[src/rtl/uart_pkg.sv]
// Shared UART definitions: oversample factor, default divisor and FIFO entry layout.
package uart_pkg;

  localparam int OVS = 16;

  // Oversample period in clk cycles for a given system clock and baud rate.
  function automatic int div_for(input int clk_hz, input int baud);
    return clk_hz / (baud * OVS);
  endfunction

  // 50 MHz system clock at 115200 baud gives 27.
  localparam int DIV_RST = div_for(50_000_000, 115_200);

  typedef struct packed {
    logic       ferr;
    logic [7:0] data;
  } uart_entry_t;

endpackage

[src/rtl/uart_rx_ctrl_if.sv]
// Downstream byte stream: valid/ready handshake carrying a byte and its framing-error flag.
interface uart_rx_ctrl_if;
  logic       m_valid;
  logic [7:0] m_data;
  logic       m_ferr;
  logic       m_ready;

  modport master (output m_valid, output m_data, output m_ferr, input m_ready);
  modport slave  (input m_valid, input m_data, input m_ferr, output m_ready);
endinterface

[src/rtl/uart_baud_gen.sv]
// Oversample tick generator: runtime divisor latched once per period, clamped to at least 2.
module uart_baud_gen #(
  parameter int DIV_W   = 16,
  parameter int DIV_RST = 27
) (
  input  logic             clk,
  input  logic             rst_n,
  input  logic             baud_en,
  input  logic [DIV_W-1:0] div,
  output logic             s_tick
);

  localparam int PER_RST = (DIV_RST < 2) ? 2 : DIV_RST;

  logic [DIV_W-1:0] cnt_q, cnt_d;
  logic [DIV_W-1:0] per_q, per_d;
  logic [DIV_W-1:0] div_clamped;
  logic             tick_q, tick_d;

  // Count through one period; at the last count reload, latch the new period and raise the tick.
  always_comb begin
    div_clamped = (div < DIV_W'(2)) ? DIV_W'(2) : div;
    cnt_d       = cnt_q;
    per_d       = per_q;
    tick_d      = 1'b0;
    if (baud_en) begin
      if (cnt_q == per_q - DIV_W'(1)) begin
        cnt_d  = '0;
        per_d  = div_clamped;
        tick_d = 1'b1;
      end else begin
        cnt_d = cnt_q + DIV_W'(1);
      end
    end else begin
      cnt_d = '0;
    end
  end

  // Counter, latched period and registered tick.
  always_ff @(posedge clk or negedge rst_n) begin
    if (!rst_n) begin
      cnt_q  <= '0;
      per_q  <= DIV_W'(PER_RST);
      tick_q <= 1'b0;
    end else begin
      cnt_q  <= cnt_d;
      per_q  <= per_d;
      tick_q <= tick_d;
    end
  end

  assign s_tick = tick_q;

endmodule

[src/rtl/uart_rx_ctrl.sv]
// UART receive controller: baud tick generation, byte capture into a show-ahead FIFO, overrun accounting.
module uart_rx_ctrl #(
  parameter int FIFO_DEPTH = 8,
  parameter int DIV_W      = 16,
  parameter int DIV_RST    = uart_pkg::DIV_RST
) (
  input  logic                          clk,
  input  logic                          rst_n,
  input  logic                          baud_en,
  input  logic [DIV_W-1:0]              div,
  output logic                          s_tick,
  input  logic                          rx_line,
  input  logic                          rx_done_tick,
  input  logic [7:0]                    rx_dout,
  uart_rx_ctrl_if.master                m,
  input  logic                          clr,
  output logic [$clog2(FIFO_DEPTH):0]   level,
  output logic                          overrun,
  output logic [7:0]                    ovr_cnt
);

  import uart_pkg::*;

  localparam int AW = $clog2(FIFO_DEPTH);
  localparam int LW = AW + 1;

  uart_baud_gen #(.DIV_W(DIV_W), .DIV_RST(DIV_RST)) u_baud_gen (
    .clk     (clk),
    .rst_n   (rst_n),
    .baud_en (baud_en),
    .div     (div),
    .s_tick  (s_tick)
  );

  uart_entry_t       mem_q [FIFO_DEPTH];
  logic [AW-1:0]     wr_q, wr_d, rd_q, rd_d;
  logic [LW-1:0]     level_q, level_d;
  logic              ovr_q, ovr_d;
  logic [7:0]        ovr_cnt_q, ovr_cnt_d;
  uart_entry_t       head_q, head_d;
  uart_entry_t       in_entry;
  logic              full, pop, push_ok, drop, wr_en;

  // Pointer, occupancy, overrun and head-register update; clr overrides any push or pop.
  always_comb begin
    in_entry  = '{ferr: ~rx_line, data: rx_dout};
    full      = (level_q == LW'(FIFO_DEPTH));
    pop       = (level_q != '0) && m.m_ready;
    push_ok   = rx_done_tick && (!full || pop);
    drop      = rx_done_tick && full && !pop;
    wr_en     = 1'b0;
    wr_d      = wr_q;
    rd_d      = rd_q;
    level_d   = level_q;
    ovr_d     = ovr_q;
    ovr_cnt_d = ovr_cnt_q;
    head_d    = head_q;
    if (clr) begin
      wr_d      = '0;
      rd_d      = '0;
      level_d   = '0;
      ovr_d     = 1'b0;
      ovr_cnt_d = '0;
    end else begin
      wr_en = push_ok;
      if (pop) begin
        rd_d = rd_q + AW'(1);
      end
      if (push_ok) begin
        wr_d = wr_q + AW'(1);
      end
      level_d = level_q + LW'(push_ok) - LW'(pop);
      if (drop) begin
        ovr_d = 1'b1;
        if (ovr_cnt_q != 8'hFF) begin
          ovr_cnt_d = ovr_cnt_q + 8'd1;
        end
      end
      if (level_d != '0) begin
        head_d = (push_ok && (wr_q == rd_d)) ? in_entry : mem_q[rd_d];
      end
    end
  end

  // FIFO storage, pointers, status and the registered head entry.
  always_ff @(posedge clk or negedge rst_n) begin
    if (!rst_n) begin
      for (int i = 0; i < FIFO_DEPTH; i++) begin
        mem_q[i] <= '0;
      end
      wr_q      <= '0;
      rd_q      <= '0;
      level_q   <= '0;
      ovr_q     <= 1'b0;
      ovr_cnt_q <= '0;
      head_q    <= '0;
    end else begin
      if (wr_en) begin
        mem_q[wr_q] <= in_entry;
      end
      wr_q      <= wr_d;
      rd_q      <= rd_d;
      level_q   <= level_d;
      ovr_q     <= ovr_d;
      ovr_cnt_q <= ovr_cnt_d;
      head_q    <= head_d;
    end
  end

  assign m.m_valid = (level_q != '0);
  assign m.m_data  = head_q.data;
  assign m.m_ferr  = head_q.ferr;
  assign level     = level_q;
  assign overrun   = ovr_q;
  assign ovr_cnt   = ovr_cnt_q;

endmodule

[src/flat_wrapper.sv]
// flat-port wrapper written by rule: the top's interface ports become plain ports
module uart_rx_ctrl_flat import uart_pkg::*;
#(
  parameter int FIFO_DEPTH = 8,
  parameter int DIV_W      = 16,
  parameter int DIV_RST    = uart_pkg::DIV_RST
)
  (clk, rst_n, baud_en, div, s_tick, rx_line, rx_done_tick, rx_dout, clr, level, overrun, ovr_cnt, m_m_valid, m_m_data, m_m_ferr, m_m_ready);
  uart_rx_ctrl_if m_i ();
  input  logic clk;
  input  logic rst_n;
  input  logic baud_en;
  input  logic [DIV_W-1:0] div;
  output logic s_tick;
  input  logic rx_line;
  input  logic rx_done_tick;
  input  logic [7:0] rx_dout;
  input  logic clr;
  output logic [$clog2(FIFO_DEPTH):0] level;
  output logic overrun;
  output logic [7:0] ovr_cnt;
  output wire logic [$bits(m_i.m_valid)-1:0] m_m_valid;
  output wire logic [$bits(m_i.m_data)-1:0] m_m_data;
  output wire logic [$bits(m_i.m_ferr)-1:0] m_m_ferr;
  input wire logic [$bits(m_i.m_ready)-1:0] m_m_ready;
  assign m_m_valid = m_i.m_valid;
  assign m_m_data = m_i.m_data;
  assign m_m_ferr = m_i.m_ferr;
  assign m_i.m_ready = m_m_ready;
  uart_rx_ctrl #(.FIFO_DEPTH(FIFO_DEPTH), .DIV_W(DIV_W), .DIV_RST(DIV_RST)) u_core (.clk(clk), .rst_n(rst_n), .baud_en(baud_en), .div(div), .s_tick(s_tick), .rx_line(rx_line), .rx_done_tick(rx_done_tick), .rx_dout(rx_dout), .m(m_i), .clr(clr), .level(level), .overrun(overrun), .ovr_cnt(ovr_cnt));
endmodule
[config.mk]
export PLATFORM = sky130hd
export DESIGN_NAME = uart_rx_ctrl_flat
export DESIGN_NICKNAME = d
export VERILOG_FILES = /design/src/rtl/uart_pkg.sv /design/src/rtl/uart_rx_ctrl_if.sv /design/src/rtl/uart_baud_gen.sv /design/src/rtl/uart_rx_ctrl.sv /design/src/flat_wrapper.sv
export SDC_FILE = /design/constraint.sdc
export NUM_CORES = 1
export LEC_CHECK = 0
export CORE_ASPECT_RATIO = 0.75
export CORE_MARGIN = 5
export CORE_UTILIZATION = 54
export DETAILED_ROUTE_END_ITERATION = 8
export GPL_ROUTABILITY_DRIVEN = 0
export PLACE_DENSITY = 0.75
export SETUP_SLACK_MARGIN = 0.02
export SKIP_LAST_GASP = 1
export SLEW_MARGIN = 20
export SYNTH_ARGS = -nofsm -noshare
export SYNTH_HDL_FRONTEND = slang
export SYNTH_SLANG_ARGS = --single-unit
[constraint.sdc]
create_clock -name clk -period 5 [get_ports clk]
set_input_delay 1 -clock clk [delete_from_list [all_inputs] [get_ports clk]]
set_output_delay 1 -clock clk [all_outputs]
set_load 0.02 [all_outputs]
## Yosys cells after proc, flatten, opt, wreduce, memory -nomap -nowiden

Cells that the tools add are included.

| storage, ports and cells | value |
|---|---|
| register bits | 133 |
| bits of input ports | 31 |
| output and inout port bits | 24 |
| word-level logic and storage cells | 86 |

| cells by class | value |
|---|---|
| add/subtract/negate cells | 7 |
| order comparisons | 4 |
| equal/unequal tests | 4 |
| mux-type cells | 24 |
| bitwise logic cells | 4 |
| reductions and logical operators | 17 |

Operators with widths:

| kind | count |
|---|---|
| bitwise mux 72 bit | 1 |
| 2-to-1 mux 16 bit | 3 |
| 2-to-1 mux 9 bit | 4 |
| binary-select mux 9 bit (select 3 bit) | 1 |
| demux 9 bit (select 3 bit) | 1 |
| 2-to-1 mux 8 bit | 3 |
| adder 16 x 1 -> 16 bit, second input constant | 1 |
| equality test 16 bit | 1 |
| < comparator 16 x 2 -> 1 bit, second input constant | 1 |
| subtractor 16 x 1 -> 16 bit, second input constant | 1 |
| 2-to-1 mux 3 bit | 5 |
| adder 8 x 1 -> 8 bit, second input constant | 1 |
| >= comparator 4 bit, second input constant | 2 |
| inequality test 8 bit, second input constant | 1 |
| NOT 3 -> 4 bit | 2 |
| nonzero test 4 bit | 2 |
| adder 3 x 1 -> 3 bit, second input constant | 2 |
| logical AND 1 bit | 6 |
| AND reduction 2 bit | 3 |
| nonzero test 2 bit | 3 |
| 2-to-1 mux 1 bit | 5 |
| adder 4 x 1 -> 4 bit | 1 |
| equality test 4 bit, second input constant | 1 |
| < comparator 4 x 1 -> 1 bit, second input constant | 1 |
| other kinds (6) | 8 |

## Depth between registers and ports, before layout

| logic depth | value |
|---|---|
| depth after elaboration | 9 |
| mapped depth | 17 |

## Hierarchy

Synthesis repeated with hierarchy kept, for this count alone.

| unflattened totals | value |
|---|---|
| cell total of the unflattened synthesis | 609 |
| area total of the unflattened synthesis | 7083.0 sq um |

By module, submodules not included:

| module | times used | cells each | area an instance (sq um) |
|---|---|---|---|
| uart_rx_ctrl | 1 | 393 | 4978.5 |
| uart_baud_gen | 1 | 216 | 2104.5 |

## Worst setup path before layout

Ideal clock, no wire load.

| timing path | value |
|---|---|
| path kind | register -> register |
| start | register u_core.level_q[2] (netlist: u_core.level[2]) |
| end | register u_core.head_q (netlist bit u_core.m.m_ferr) |
| setup time | 0.121 ns |
| data arrival time | 3.691 ns |
| path slack | 1.188 ns |
| cell stages (with the launch flop) | 16 |
| clock period less this slack | 3.812 ns |
| cells stage by stage | dfrtp_1 -> inv_1 -> ha_1 -> nor3b_1 -> inv_1 -> nand2_1 -> inv_1 -> ha_1 -> inv_1 -> ha_1 -> fa_1 -> xnor2_1 -> nor2_1 -> nor4_1 -> a21oi_1 -> a22o_1 |

| on the way | value |
|---|---|
| cells in the longest elaborated chain, start to end | 9 |
| elaborated cells between the ends (all ways) | 19 |
| classes of those cells | add/sub: 2; eq/ne: 2; mux: 6; bitwise: 1; reduce/logical: 8 |

Ends and longest elaborated chain:

| what | line | RTL |
|---|---|---|
| start: declaration | uart_rx_ctrl.sv:37 | `logic [LW-1:0] level_q, level_d;` |
| start signal: assignment | uart_rx_ctrl.sv:103 | `level_q <= level_d;` |
| nonzero test 4 bit (*) | -- |  |
| via m_m_valid | flat_wrapper.sv:22 | `output wire logic [$bits(m_i.m_valid)-1:0] m_m_valid;` |
| logical AND 1 bit (*) | uart_rx_ctrl.sv:48 | `pop = (level_q != '0) && m.m_ready;` |
| branches (longest 7 deep; another with adder 4 x 1 -> 4 bit) | -- |  |
| end signal: assignment | uart_rx_ctrl.sv:96 | `head_q <= '0;` |
| end signal: assignment | uart_rx_ctrl.sv:106 | `head_q <= head_d;` |
| end: declaration | uart_rx_ctrl.sv:40 | `uart_entry_t head_q, head_d;` |

Mark *: on every way through the listed nets, which the timed path passes. The select of a mux whose other input is x is not followed.
A chain may end at the register's enable or synchronous reset.

## Final worst setup path

| timing path | value |
|---|---|
| start | register u_core.level_q[2] (netlist: u_core.level[2]) |
| end | register u_core.head_q (netlist bit u_core.m.m_data[0]) |

| on the way | value |
|---|---|
| cells in the longest elaborated chain, start to end | 9 |
| elaborated cells between the ends (all ways) | 19 |
| classes of those cells | add/sub: 2; eq/ne: 2; mux: 6; bitwise: 1; reduce/logical: 8 |

Ends and longest elaborated chain:

| what |
|---|
| branches (longest 9 deep; another with adder 4 x 1 -> 4 bit) |

Several ways; the timed one is not identified. The select of a mux whose other input is x is not followed.

==> run_results.csv <==
group,metric,value,unit
outcome,status,"complete, no violations",
floorplan,die_w,143,µm
yosys,synth_async_sr_flop_share,1.00,
sta,fin_crit,3950,ps
clock_network,ctsHoldBuffers,0,
clock_network,cts_tree,"built",
sta,fin_skew,10.4,ps
floorplan,rows,36,
global_route,grt_pass1_wl,27.8,mm
yosys,syn_area,7140,µm²
sta,fin_ws,1050,ps
cells_and_area,final_area,8430,µm²
power,power_per_cell_area,563,nW/µm²
drt,ant_nets,0,
worst_setup_path,cp_max_fo,8,
sta,clock.fmax,253,MHz
placed_design,portBuffers,54,
sta,rsz0062_at_grt,"false",
yosys,synth.distinct_cells,58,
worst_setup_path,crit_required,5310,ps
clock_network,cts_resized,0,
worst_setup_path,cp-start-kind,"register",
sta,drv_slew,0,
hold_path,hold_path_class,"register to register",
drt,num_vias,5334,
floorplan,die_area,15600,µm²
drt,drt-initial-drc-count,454,
drt,firstDrtPassIters,5,
floorplan,core-area,13000,µm²
power,peakVddDrop,296,µV
placed_design,dp_slack,829,ps
sta,slew_headroom,0.230,
yosys,synth_area_leaders,"dfrtp_1, mux2_2, mux2i_1",
global_route,antenna_found_initial,0,
cells_and_area,antennaDiodeCount,0,
cells_and_area,layout_common_cells,"dfrtp_1, mux2_2, nor2_1",
global_route,grt_max_degree,70,
clock_network,cts_buffer_depth,2,
global_route,grt-ovfl-total,0,
worst_setup_path,path_class,"register to register",
clock_network,path_clk_slew,60,ps
clock_network,cts_setup_buffers,0,
sta,fin_setup_tns,0,ps
cells_and_area,multi_input_area,3590,µm²
global_route,track_usage,0.232,
worst_setup_path,arrival,4260,ps
power,p_leak,3.68,nW
drt,avgRoutedWirePerCell,19.3,µm
drt,viasPerCell,6.02,
cells_and_area,drive_gt1_frac,0.199,
yosys,yosysWarnings,0,
placed_design,hpwl,11.7,mm
run,maxCapViolCount,0,
cells_and_area,nets,745,
sta,tightest_slew,1160,ps
clock_network,clock_latency,420,ps
yosys,synth-seq-cells,133,
yosys,synth.net_count,690,
yosys,avgSynthCellArea,11.0,µm²
yosys,ys_seq_area_frac,0.467,
sta,finalHoldViolCount,0,
power,finalPower,4.75,mW
clock_network,cts_buffers,17,
floorplan,start_util,0.550,
yosys,synth_flop_cell,"dfrtp_1",
worst_setup_path,end_kind,"register",
sta,period_share,0.790,
yosys,syn-instance-count,647,
clock_network,clock_sinks,133,
cells_and_area,synthToLayoutAreaGrowth,18.0,%
placed_design,placed_area,7850,µm²
drt,drc,0,
floorplan,die_y,110,µm
sta,setup_viol,0,
clock_network,htree_levels,4,
clock_network,ctsRootBufferMaster,"clkbuf_16",
yosys,yosys.area.top_type,"dfrtp_1",
cells_and_area,final_common_cell,"dfrtp_1",
global_route,grt_pass1_vias,5244,
yosys,synth_top_cell_area_share,0.452,
yosys,synth-edff-count,0,
cells_and_area,ff_latch_area,3330,µm²
floorplan,ioPinCount,55,
drt,totalWireLength,17.1,mm
cells_and_area,filler_cell_count,969,
sequential cells by signal, indices dropped and copies added (netlist names), 3 cells and up:
register                 flops
u_core.level                 4
u_core.m.m_data              8
u_core.mem_q                72
u_core.ovr_cnt               8
u_core.rd_q                  3
u_core.u_baud_gen.cnt_q     16
u_core.u_baud_gen.per_q     16
u_core.wr_q                  3
power breakdown:
group | total, mW | internal, mW | switching, mW
sequential | 1.71 | 1.37 | 0.337
combinational | 1.86 | 0.932 | 0.933
clock | 1.17 | 0.710 | 0.462
per-stage QoR:
stage / utilization / hold WS (ps) / std cells
final: 0.650 / 485 / 886
after global routing: 0.650 / 505 / 886
after CTS: 0.649 / 488 / 885
after detailed placement: 0.605 / 476 / 853
after global placement: 0.605 / 467 / 853
after floorplan: - / 450 / 647
worst max-delay path, stage by stage, from the launching register on:
cell and delay [ps]:
dfrtp_1 370, inv_1 110, ha_1 200, nor3b_1 400
inv_1 180, nand2_1 150, inv_1 120, ha_1 290
inv_1 40, ha_1 200, fa_1 390, xnor2_1 170
nor2_1 80, or4_1 740, o21a_1 200, a22o_1 200
cell type report:
class,instances,share of cell area
Clock buffer,21,0.0546
Multi-Input combinational cell,462,0.426
Clock inverter,11,0.0122
Sequential cell,133,0.396
Inverter,19,0.00846
Tap cell,171,0.0254
Timing Repair Buffer,69,0.0777
kinds of logic after synthesis:
group / share of synthesized area
simple gates: 0.139
flops: 0.467
mux: 0.190
compound gates: 0.0922
buf+inv: 0.0305
xor+xnor: 0.0596
fa+ha+maj: 0.0221
per-layer routing:
layer,up-vias,wire length (µm),track usage
met3,25,1210,0.0683
met4,0,218,0.0658
met5,-,0,0
met2,159,7830,0.350
met1,2703,7840,0.328
li1,2447,-,-
final timing paths:
kind                                  from                          to  slack (ps)  cells after the start
setup / recovery           u_core.level[2]          u_core.m.m_data[0]        1050                     15
hold / removal             u_core.mem_q[8]             u_core.mem_q[8]         490                      2
setup reg to reg           u_core.level[2]          u_core.m.m_data[0]        1050                     15
hold reg to reg            u_core.mem_q[8]             u_core.mem_q[8]         490                      2
max in group asynchronous            rst_n  u_core.u_baud_gen.per_q[4]        3290                      2
min in group asynchronous            rst_n           u_core.ovr_cnt[1]         680                      1
cell usage after synthesis (8+ instances only):
cell,count
a21oi_1,11
a221oi_1,8
a22o_1,9
clkbuf_1,22
dfrtp_1,129
ha_1,11
inv_1,19
mux2_2,72
mux2i_1,42
nand2_1,30
nand3_1,24
nor2_1,62
nor3_1,17
o211ai_1,10
o21a_1,9
o21ai_0,10
o221ai_1,8
xnor2_1,27
xor2_1,19
Note: power is estimated with default switching activity, not from simulation.
